$ cat config.mk
export PLATFORM = sky130hd
export DESIGN_NAME = pipe_cla_adder_flat
export DESIGN_NICKNAME = d
export VERILOG_FILES = /design/src/rtl/pipe_cla_adder_if.sv /design/src/rtl/pipe_cla_adder.sv /design/src/flat_wrapper.sv
export SDC_FILE = /design/constraint.sdc
export NUM_CORES = 1
export LEC_CHECK = 0
export ABC_AREA = 1
export CORE_MARGIN = 4
export CORE_UTILIZATION = 30
export DETAILED_ROUTE_END_ITERATION = 10
export SYNTH_ARGS = -nofsm -noshare
export SYNTH_HDL_FRONTEND = slang
export SYNTH_SLANG_ARGS = --single-unit
$ cat constraint.sdc
create_clock -name clk -period 12 [get_ports clk]
set_input_delay 2.4 -clock clk [delete_from_list [all_inputs] [get_ports clk]]
set_output_delay 2.4 -clock clk [all_outputs]
set_load 0.02 [all_outputs]
$ cat src/rtl/pipe_cla_adder_if.sv
// rtl/pipe_cla_adder_if.sv - operand/result handshake bundle for pipe_cla_adder
// Purpose: groups the operand beat and the result beat of the adder.
// Signals:
//   inValid/inReady     operand beat handshake
//   in1/in2/cIn/subMode operands, carry-in, 1 = subtract
//   outValid/outReady   result beat handshake
//   sum/cOut/ovf/zero   result, carry out (1 = no borrow), signed overflow, sum==0
//   GG/PG               full-width group generate/propagate
// Modports: master = operand producer / result consumer, slave = the adder.
interface pipe_cla_adder_if #(
  parameter int WIDTH = 32
);
  logic             inValid;
  logic             inReady;
  logic [WIDTH-1:0] in1;
  logic [WIDTH-1:0] in2;
  logic             cIn;
  logic             subMode;
  logic             outValid;
  logic             outReady;
  logic [WIDTH-1:0] sum;
  logic             cOut;
  logic             ovf;
  logic             zero;
  logic             GG;
  logic             PG;

  modport master (
    output inValid, in1, in2, cIn, subMode, outReady,
    input  inReady, outValid, sum, cOut, ovf, zero, GG, PG
  );

  modport slave (
    input  inValid, in1, in2, cIn, subMode, outReady,
    output inReady, outValid, sum, cOut, ovf, zero, GG, PG
  );
endinterface

$ cat src/rtl/pipe_cla_adder.sv
// rtl/pipe_cla_adder.sv - pipelined two-level carry-lookahead adder/subtractor
// Purpose: computes in1 + in2 + cIn (subMode=0) or in1 - in2 (subMode=1) with
//   4-bit CLA blocks and a block-level lookahead unit, over STAGES register
//   stages with valid/ready flow control.
// Parameters: WIDTH (multiple of 4, >= 8), STAGES (1..4).
// Ports: clk, rst (synchronous, active-high), bus (pipe_cla_adder_if.slave).
// Build option: define PIPE_CLA_SAT_EN for signed saturation on overflow.
module pipe_cla_adder #(
  parameter int WIDTH  = 32,
  parameter int STAGES = 2
) (
  input  logic                  clk,
  input  logic                  rst,
  pipe_cla_adder_if.slave       bus
);
  localparam int NB  = WIDTH / 4;
  localparam int MSB = WIDTH - 1;
  // Stage index at which each layer is evaluated. With 4 stages the extra
  // register sits in front of the block P/G layer.
  localparam int L_PG  = (STAGES == 4) ? 1 : 0;
  localparam int L_CY  = (STAGES == 1) ? 0 : ((STAGES == 4) ? 2 : 1);
  localparam int L_SUM = STAGES - 1;

  typedef struct packed {
    logic [WIDTH-1:0] a;
    logic [WIDTH-1:0] b;    // effective operand B
    logic             c0;   // effective carry-in
    logic [NB-1:0]    bp;
    logic [NB-1:0]    bg;
    logic [NB:0]      bc;   // carry into each block; bc[NB] is the carry out
    logic             gg;
    logic             pg;
    logic [WIDTH-1:0] s;
    logic             co;
    logic             ov;
    logic             z;
  } stage_t;

  function automatic stage_t f_prep(logic [WIDTH-1:0] a, logic [WIDTH-1:0] b,
                                    logic cin, logic sub);
    stage_t y = '0;
    y.a  = a;
    y.b  = sub ? ~b : b;
    y.c0 = sub ? 1'b1 : cin;
    return y;
  endfunction

  function automatic stage_t f_pg(stage_t x);
    stage_t y = x;
    logic [3:0] p;
    logic [3:0] g;
    for (int k = 0; k < NB; k++) begin
      p = x.a[4*k +: 4] ^ x.b[4*k +: 4];
      g = x.a[4*k +: 4] & x.b[4*k +: 4];
      y.bp[k] = &p;
      y.bg[k] = g[3] | (p[3] & g[2]) | (p[3] & p[2] & g[1]) | (p[3] & p[2] & p[1] & g[0]);
    end
    return y;
  endfunction

  // Lookahead unit: every block carry is a flat OR of "block j generates and
  // all blocks above j propagate" terms plus the propagated carry-in, so no
  // carry ripples through lower blocks. The carry-in-free term at k=NB is GG.
  function automatic stage_t f_cy(stage_t x);
    stage_t y = x;
    logic g_acc;
    logic p_all;
    logic term;
    for (int k = 0; k <= NB; k++) begin
      g_acc = 1'b0;
      p_all = 1'b1;
      for (int j = 0; j < k; j++) begin
        term = x.bg[j];
        for (int m = j + 1; m < k; m++) term = term & x.bp[m];
        g_acc = g_acc | term;
        p_all = p_all & x.bp[j];
      end
      y.bc[k] = g_acc | (p_all & x.c0);
      if (k == NB) begin
        y.gg = g_acc;
        y.pg = p_all;
      end
    end
    return y;
  endfunction

  function automatic stage_t f_sum(stage_t x);
    stage_t y = x;
    logic [WIDTH-1:0] p;
    logic [WIDTH-1:0] g;
    logic c;
    p = x.a ^ x.b;
    g = x.a & x.b;
    for (int k = 0; k < NB; k++) begin
      c = x.bc[k];
      for (int i = 0; i < 4; i++) begin
        y.s[4*k+i] = p[4*k+i] ^ c;
        c = g[4*k+i] | (p[4*k+i] & c);
      end
    end
    y.co = x.bc[NB];
    y.ov = (x.a[MSB] == x.b[MSB]) && (y.s[MSB] != x.a[MSB]);
`ifdef PIPE_CLA_SAT_EN
    if (y.ov) y.s = x.a[MSB] ? {1'b1, {(WIDTH-1){1'b0}}} : {1'b0, {(WIDTH-1){1'b1}}};
`endif
    y.z = (y.s == '0);
    return y;
  endfunction

  function automatic stage_t f_layer(int idx, stage_t x);
    stage_t y = x;
    if (idx == L_PG)  y = f_pg(y);
    if (idx == L_CY)  y = f_cy(y);
    if (idx == L_SUM) y = f_sum(y);
    return y;
  endfunction

  stage_t            r   [STAGES];
  stage_t            nxt [STAGES];
  logic [STAGES-1:0] vld;
  logic              adv;

  // Reset forces advance so inReady reads 1 during reset; the reset branch
  // below still wins, so nothing is captured while rst=1.
  assign adv         = rst | ~vld[STAGES-1] | bus.outReady;
  assign bus.inReady = adv;

  always_comb begin
    nxt[0] = f_layer(0, f_prep(bus.in1, bus.in2, bus.cIn, bus.subMode));
    for (int i = 1; i < STAGES; i++) nxt[i] = f_layer(i, r[i-1]);
  end

  // Whole pipeline moves in lockstep, so bubbles travel as invalid slots.
  always_ff @(posedge clk) begin
    if (rst) begin
      vld <= '0;
      for (int i = 0; i < STAGES; i++) r[i] <= '0;
    end else if (adv) begin
      vld[0] <= bus.inValid;
      for (int i = 1; i < STAGES; i++) vld[i] <= vld[i-1];
      for (int i = 0; i < STAGES; i++) r[i] <= nxt[i];
    end
  end

  assign bus.outValid = vld[STAGES-1];
  assign bus.sum      = r[STAGES-1].s;
  assign bus.cOut     = r[STAGES-1].co;
  assign bus.ovf      = r[STAGES-1].ov;
  assign bus.zero     = r[STAGES-1].z;
  assign bus.GG       = r[STAGES-1].gg;
  assign bus.PG       = r[STAGES-1].pg;
endmodule

$ cat src/flat_wrapper.sv
// flat-port wrapper written by rule: the top's interface ports become plain ports
module pipe_cla_adder_flat 
#(
  parameter int WIDTH  = 32,
  parameter int STAGES = 2
)
  (clk, rst, bus_inValid, bus_in1, bus_in2, bus_cIn, bus_subMode, bus_outReady, bus_inReady, bus_outValid, bus_sum, bus_cOut, bus_ovf, bus_zero, bus_GG, bus_PG);
  pipe_cla_adder_if #(.WIDTH(WIDTH)) bus_i ();
  input  logic clk;
  input  logic rst;
  input wire logic [$bits(bus_i.inValid)-1:0] bus_inValid;
  input wire logic [$bits(bus_i.in1)-1:0] bus_in1;
  input wire logic [$bits(bus_i.in2)-1:0] bus_in2;
  input wire logic [$bits(bus_i.cIn)-1:0] bus_cIn;
  input wire logic [$bits(bus_i.subMode)-1:0] bus_subMode;
  input wire logic [$bits(bus_i.outReady)-1:0] bus_outReady;
  output wire logic [$bits(bus_i.inReady)-1:0] bus_inReady;
  output wire logic [$bits(bus_i.outValid)-1:0] bus_outValid;
  output wire logic [$bits(bus_i.sum)-1:0] bus_sum;
  output wire logic [$bits(bus_i.cOut)-1:0] bus_cOut;
  output wire logic [$bits(bus_i.ovf)-1:0] bus_ovf;
  output wire logic [$bits(bus_i.zero)-1:0] bus_zero;
  output wire logic [$bits(bus_i.GG)-1:0] bus_GG;
  output wire logic [$bits(bus_i.PG)-1:0] bus_PG;
  assign bus_i.inValid = bus_inValid;
  assign bus_i.in1 = bus_in1;
  assign bus_i.in2 = bus_in2;
  assign bus_i.cIn = bus_cIn;
  assign bus_i.subMode = bus_subMode;
  assign bus_i.outReady = bus_outReady;
  assign bus_inReady = bus_i.inReady;
  assign bus_outValid = bus_i.outValid;
  assign bus_sum = bus_i.sum;
  assign bus_cOut = bus_i.cOut;
  assign bus_ovf = bus_i.ovf;
  assign bus_zero = bus_i.zero;
  assign bus_GG = bus_i.GG;
  assign bus_PG = bus_i.PG;
  pipe_cla_adder #(.WIDTH(WIDTH), .STAGES(STAGES)) u_core (.clk(clk), .rst(rst), .bus(bus_i));
endmodule
==> results of run 1 <==
## metrics by stage
step | utilization (%) | instances | hold WS [ps] | setup WS (ps) | area, µm²
final | 39.5 | 990 | 448 | 5890 | 8340
after global routing | 39.5 | 990 | 474 | 5830 | 8340
after CTS | 39.5 | 990 | 452 | 5880 | 8340
after detailed placement | 37.0 | 958 | 446 | 5880 | 7810
after global placement | 37.0 | 958 | 454 | 5920 | 7810
after floorplan | - | 591 | 425 | 5480 | 6430
## flip-flops by register name (all words and copies together) (netlist names)
signal,count
u_core.vld,2
u_core.r,118
## cells in the final DEF, fill, tap and decap left out, types with 2 or more instances in the layout
cell type        count
o21ai_0              2
clkdlybuf4s50_1    108
nand3_1             15
ha_1                32
inv_1               68
nor3_1               2
clkbuf_1             7
or2_2               32
buf_4                2
inv_2                6
xnor2_1             11
clkbuf_8             4
clkbuf_16           17
a21oi_1             43
edfxtp_1           118
a21o_1               2
nand4_1             23
a31oi_1              8
nor4_1               6
nand2_1             79
nor2_1              81
or2_1                2
xor2_1               4
clkinv_2             4
fa_1                24
dfxtp_1              2
## final cells by class
class | count | area, µm²
multi-input cells | 378 | 2510
flip-flops and latches | 120 | 3580
fillers | 2083 | 12700
clock buffers | 28 | 507
inverters | 75 | 282
repair buffers | 110 | 1100
well taps | 275 | 344
clock inverters | 4 | 20.0
## per-layer routing
metal	up-vias	global-route usage (%)	part of all wire, %
li1	2222	-	-
met1	1980	15.6	47
met2	100	18.8	47
met3	10	3.11	4.6
met4	0	3.91	1.6
met5	-	0	0
## critical path: stages
cell and delay [ps]:
clkdlybuf4s50_1 490, inv_1 120, nand3_1 100, clkdlybuf4s50_1 600
## cells by family after synthesis
logic type / synth area share (%)
AO/OA/AOI/OAI: 4.96
AND/OR/NAND/NOR: 18.1
adder cells (fa/ha/maj): 13.7
buffers and inverters: 5.54
flip-flops: 55.7
XOR/XNOR: 2.04
## path summary, 6_finish.rpt
| kind | to | cells after the start | slack [ps] |
|---|---|---|---|
| max | bus_inReady | 4 | 5890 |
| min | u_core.vld[1]$_SDFFE_PP0P_ | 2 | 450 |
| max reg2reg | u_core.r[0][127]$_SDFFCE_PN0P_ | 14 | 8290 |
| min reg2reg | u_core.vld[1]$_SDFFE_PP0P_ | 2 | 450 |
## power by group
| part | total (mW) | leakage (nW) | switching (mW) | internal (mW) |
|---|---|---|---|---|
| Combinational | 0.225 | 1.92 | 0.122 | 0.103 |
| Clock | 0.454 | 0.262 | 0.169 | 0.285 |
| Sequential | 0.525 | 1.39 | 0.0182 | 0.507 |
| Total | 1.20 | 3.57 | 0.309 | 0.895 |
==> out/metrics.yaml, run 1 <==
status:
  status: "finished clean"
finish:
  area_growth_syn_to_layout_pct: 29.6
  finalNetCount: 828
  antennaDiodeCount: 0
  drive_gt1_share_pct: 10.2
synth:
  synth.area.top_cells: "edfxtp_1 55%, fa_1 7.5%, ha_1 6.2%"
  ys.flop_type: "edfxtp_1"
  yosysTopAreaCellShare_pct: 55.1
  avgSynthCellArea_um2: 10.9
  syn_nets: 717
  yosys-top-cells-count: "118 x edfxtp_1, 81 x nor2_1, 79 x nand2_1"
  synth-edff-count: 118
  post-synth-top-area-cell: "edfxtp_1"
  ys_warn_count: 0
  netlist_area_um2: 6430
  syn_inst: 591
  synth.lib_cells_used.distinct: 34
  synth-seq-cells: 120
  synthArstFlopShare_pct: 0
  yosysMostFrequentCell: "edfxtp_1"
  yosysSeqAreaShare_pct: 55.7
cts:
  ctsHtreeMaxLevel: 4
  clk_latency_ps: 400
  cts_root_buf: "clkbuf_16"
  clk_path_buf_depth: 2
  clk_pin_slew_ps: 50
  cts_resized: 0
  cts_hold_buf: 0
  cts_buffers: 17
  cts_tree: "built"
  clock_sinks: 120
  cts_setup_buffers: 0
global_route:
  grt_max_degree: 65
  grt_use_total_pct: 11.8
  grt-ovfl-total: 0
  grt_antenna_before_repair: 0
  grt_pass1_wl_um: 21800
  grt_pass1_vias: 4306
floorplan:
  fp.dieH_um: 154
  core_area_um2: 21100
  core.rowCount: 53
  start_util_pct: 30.5
  die-area_um2: 23900
  io_pins: 109
  die_w_um: 154
power_and_ir_drop:
  p_leak_nw: 3.57
  irDropWorstVdd_mv: 0.0745
  power_mw: 1.20
  p_per_area_nw_per_um2: 144
sta:
  finalCritPeriodShare_pct: 50.9
  setup_viol: 0
  relSlewSlack_pct: 42.0
  rsz0062_at_grt: "no"
  final-max-slew-violation-count: 0
  final_hold_viol_count: 0
  tightest_slew_ps: 869
  fin_skew_ps: 7.14
  fmax_ghz: 0.164
  final.setup.tns_ps: 0
  period_minus_slack_ps: 6110
detailed_routing:
  routed_wl_um: 13700
  drt-initial-drc-count: 156
  dr.pass1.iters: 4
  route.detailed.drc: 0
  via_count: 4312
  viasPerCell: 4.36
  ant_nets: 0
  wl_per_cell_um: 13.8
place:
  dp_hpwl_um: 10100
  gp_congestion: 0.765
  port-buffer-count: 108
run:
  drv_cap: 0
worst_setup_path:
  required_ps: 9600
  reg2reg_from: "u_core.r[0][56]$_SDFFCE_PN0P_"
  arrival_ps: 3710
  startpoint_type: "input port"
  crit_path_end_kind: "output port"
  startpoint: "rst"
  crit_type: "in -> out"
  crit_fanout: 3
hold_path:
  min_from: "u_core.vld[0]$_SDFFE_PP0P_"
  hp-class: "reg -> reg"
(Power assumes the default switching activity.)
==> inputs of run 2 (changes only) <==
==> constraint.sdc (replaced) <==
create_clock -name clk -period 5.95 [get_ports clk]
set_input_delay 1.19 -clock clk [delete_from_list [all_inputs] [get_ports clk]]
set_output_delay 1.19 -clock clk [all_outputs]
set_load 0.02 [all_outputs]
==> run 2 against run 1 <==
  * First-iteration DRC count grew 63%
  * Routed wire length increased by 4.1%
  * Hold slack improved by 1.6 ps
  * Largest power group is now clock
  * Final area grew 1.5%
  * Critical endpoint unchanged
  * Global-route usage is 0.66 points higher
  * Worst setup slack got worse by 3600 ps
==> out/metrics.yaml, run 2 (synthesized netlist as in run 1, its figures left out) <==
status:
  status: "finished clean"
global_route:
  grt_pass1_vias: 4420  # +2.6%
  grt_antenna_before_repair: 0  # unchanged
  grt_pass1_wl_um: 22900  # +4.9%
  grt-ovfl-total: 0  # unchanged
  grt_use_total_pct: 12.4  # +0.66 points
  grt_max_degree: 73  # +12%
floorplan:
  fp.dieH_um: 154  # unchanged
  die_w_um: 154  # unchanged
  start_util_pct: 30.5  # unchanged
  io_pins: 109  # unchanged
  core_area_um2: 21100  # unchanged
  die-area_um2: 23900  # unchanged
  core.rowCount: 53  # unchanged
finish:
  antennaDiodeCount: 0  # unchanged
  multi_input_area_um2: 2510  # unchanged
  reg.largest.list: "u_core.r x118, u_core.vld x2"
  seq_area_um2: 3580  # unchanged
  final_core_util_pct: 40.1  # +0.60 points
  final_common_cell: "edfxtp_1"
  regMostFlops: "u_core.r"
  drive_gt1_share_pct: 10.1  # -0.14 points
  final_cell_mix: "118 x edfxtp_1, 108 x clkdlybuf4s50_1, 81 x nor2_1, 79 x nand2_1, 68 x inv_1"
  nFillCells: 2027  # -2.7%
  finalNetCount: 828  # unchanged
  finalNonFillerCells: 990  # unchanged
  largest_reg_flops: 118  # unchanged
  area_growth_syn_to_layout_pct: 31.6
sta:
  final.setup.tns_ps: 0  # unchanged
  final_hold_viol_count: 0  # unchanged
  finalCritPeriodShare_pct: 62.1
  final-max-slew-violation-count: 0  # unchanged
  relSlewSlack_pct: 41.0  # -0.94 points
  fmax_ghz: 0.271
  rsz0062_at_grt: "no"
  period_minus_slack_ps: 3690
  tightest_slew_ps: 884  # +15.3 ps
  fin_skew_ps: 7.26  # +0.124 ps
  setup_viol: 0  # unchanged
  whs_ps: 450  # +1.56 ps
power_and_ir_drop:
  seq_power_share_pct: 40.1  # -3.5 points
  switching_share_pct: 24.1  # -1.6 points
  intPower_mw: 2.01  # +120%
  power_mw: 2.65  # +120%
  switchingPower_uw: 637  # +110%
  comb_power_share_pct: 17.2  # -1.5 points
  p_per_area_nw_per_um2: 312  # +120%
  irDropWorstVdd_mv: 0.159  # +110%
  p_clk_share_pct: 42.7  # +5.0 points
  p_leak_nw: 3.62  # +1.5%
hold_path:
  hold_end: "u_core.vld[1]$_SDFFE_PP0P_"
  min_from: "u_core.vld[0]$_SDFFE_PP0P_"
  whs_path_depth: 2  # unchanged
  hp-class: "reg -> reg"
place:
  dp_hpwl_um: 10400  # +2.9%
  gp_congestion: 0.779  # +1.8%
  port-buffer-count: 108  # unchanged
  dp_cells: 958  # unchanged
detailed_routing:
  dr.pass1.iters: 5  # +1
  route.detailed.drc: 0  # unchanged
  viasPerCell: 4.38  # +0.58%
  ant_nets: 0  # unchanged
  wl_per_cell_um: 14.4  # +4.1%
  via_count: 4337  # +0.58%
  routed_wl_um: 14300  # +4.1%
  drt-initial-drc-count: 255  # +63%
cts:
  cts_setup_buffers: 0  # unchanged
  clk_latency_ps: 410  # about the same
  cts_buffers: 17  # unchanged
  cts_hold_buf: 0  # unchanged
  cts_root_buf: "clkbuf_16"
  cts_tree: "built"
  cts_resized: 0  # unchanged
  clk_path_buf_depth: 2  # unchanged
  clock_sinks: 120  # unchanged
  clk_pin_slew_ps: 50  # about the same
  ctsHtreeMaxLevel: 4  # unchanged
worst_setup_path:
  startpoint_type: "input port"
  required_ps: 4760  # -4840 ps
  crit_fanout: 3  # unchanged
  r2r_slack_ps: 2260  # -6030 ps
  max_stage_delay_ps: 610  # about the same
  timing.rr.end: "u_core.r[0][127]$_SDFFCE_PN0P_"
  startpoint: "rst"
  reg2reg_depth: 14  # unchanged
  crit_path_end_kind: "output port"
  arrival_ps: 2500  # -1210 ps
  critical_path_buf_inv_count: 3  # unchanged
  slowest_stage: "clkdlybuf4s50_1"
  crit_type: "in -> out"
  reg2reg_from: "u_core.r[0][58]$_SDFFCE_PN0P_"
  path_delay_family: "buffers and inverters"
  cp_cell_sequence: "clkdlybuf4s50_1 -> inv_1 -> nand3_1 -> clkdlybuf4s50_1"
  cp_common_cell: "clkdlybuf4s50_1"
run:
  drv_cap: 0  # unchanged
-- run 2: cell types whose count changed in the layout (fill, tap and decap cells not counted), sizes merged --
| cell | before | now |
|---|---|---|
| clkbuf | 28 | 20 |
| bufinv | 0 | 6 |
| clkinv | 5 | 7 |
-- run 2: worst reg2reg max path: stages, from the launching register on --
cell and delay [ps]:
edfxtp_1 440, inv_2 140, nor2_1 60, nand3_1 60, nand3_1 70, nor2_1 90, nand4_1 120, or2_1 280
fa_1 460, fa_1 460, fa_1 510, nor4_1 290, nand4_1 250, nor2_1 150, nor3b_2 150
-- run 2: worst max path at each step --
| stage | to | slack [ps] | depth (start not counted) |
|---|---|---|---|
| finish | bus_inReady | 2260 | 4 |
| global route | u_core.r[0][127]$_SDFFCE_PN0P_ | 2060 | 14 |
| CTS | u_core.r[0][127]$_SDFFCE_PN0P_ | 2190 | 14 |
| detailed placement | u_core.r[0][127]$_SDFFCE_PN0P_ | 2200 | 14 |
| global placement | u_core.r[0][127]$_SDFFCE_PN0P_ | 2190 | 14 |
| floorplan | u_core.r[0][100]$_SDFFCE_PN0P_ | 640 | 2 |
-- run 2: layer usage --
layer / global-route usage (%) / routed length [µm] / vias up
met2: 19.8 / 6880 / 97
met5: 0 / 0 / -
met3: 3.58 / 644 / 15
met1: 16.2 / 6540 / 1992
li1: - / - / 2233
met4: 4.50 / 195 / 0
-- run 2: per-stage QoR --
step	worst slack (ps)	area (µm²)
after floorplan	640	6430
after global placement	2190	7830
after detailed placement	2200	7830
after CTS	2190	8470
after global routing	2060	8470
final	2260	8470
-- run 2: final cells by class --
class                      instances  share of cell area [%]
sequential                       120                    42.3
multi-input combinational        378                    29.6
timing repair buffer             110                    13.1
clock buffer                      20                    5.16
tap                              275                    4.06
inverter                          75                    3.33
clock inverter                    12                    2.41
-- run 2: power by group through the flow --
| stage | Clock, mW | Combinational, mW | Sequential [mW] |
|---|---|---|---|
| floorplan | 0 | 0.216 | 1.12 |
| global placement | 0 | 0.458 | 1.08 |
| detailed placement | 0 | 0.462 | 1.08 |
| CTS | 1.16 | 0.465 | 1.06 |
| global route | 1.20 | 0.506 | 1.07 |
| finish | 1.13 | 0.454 | 1.06 |
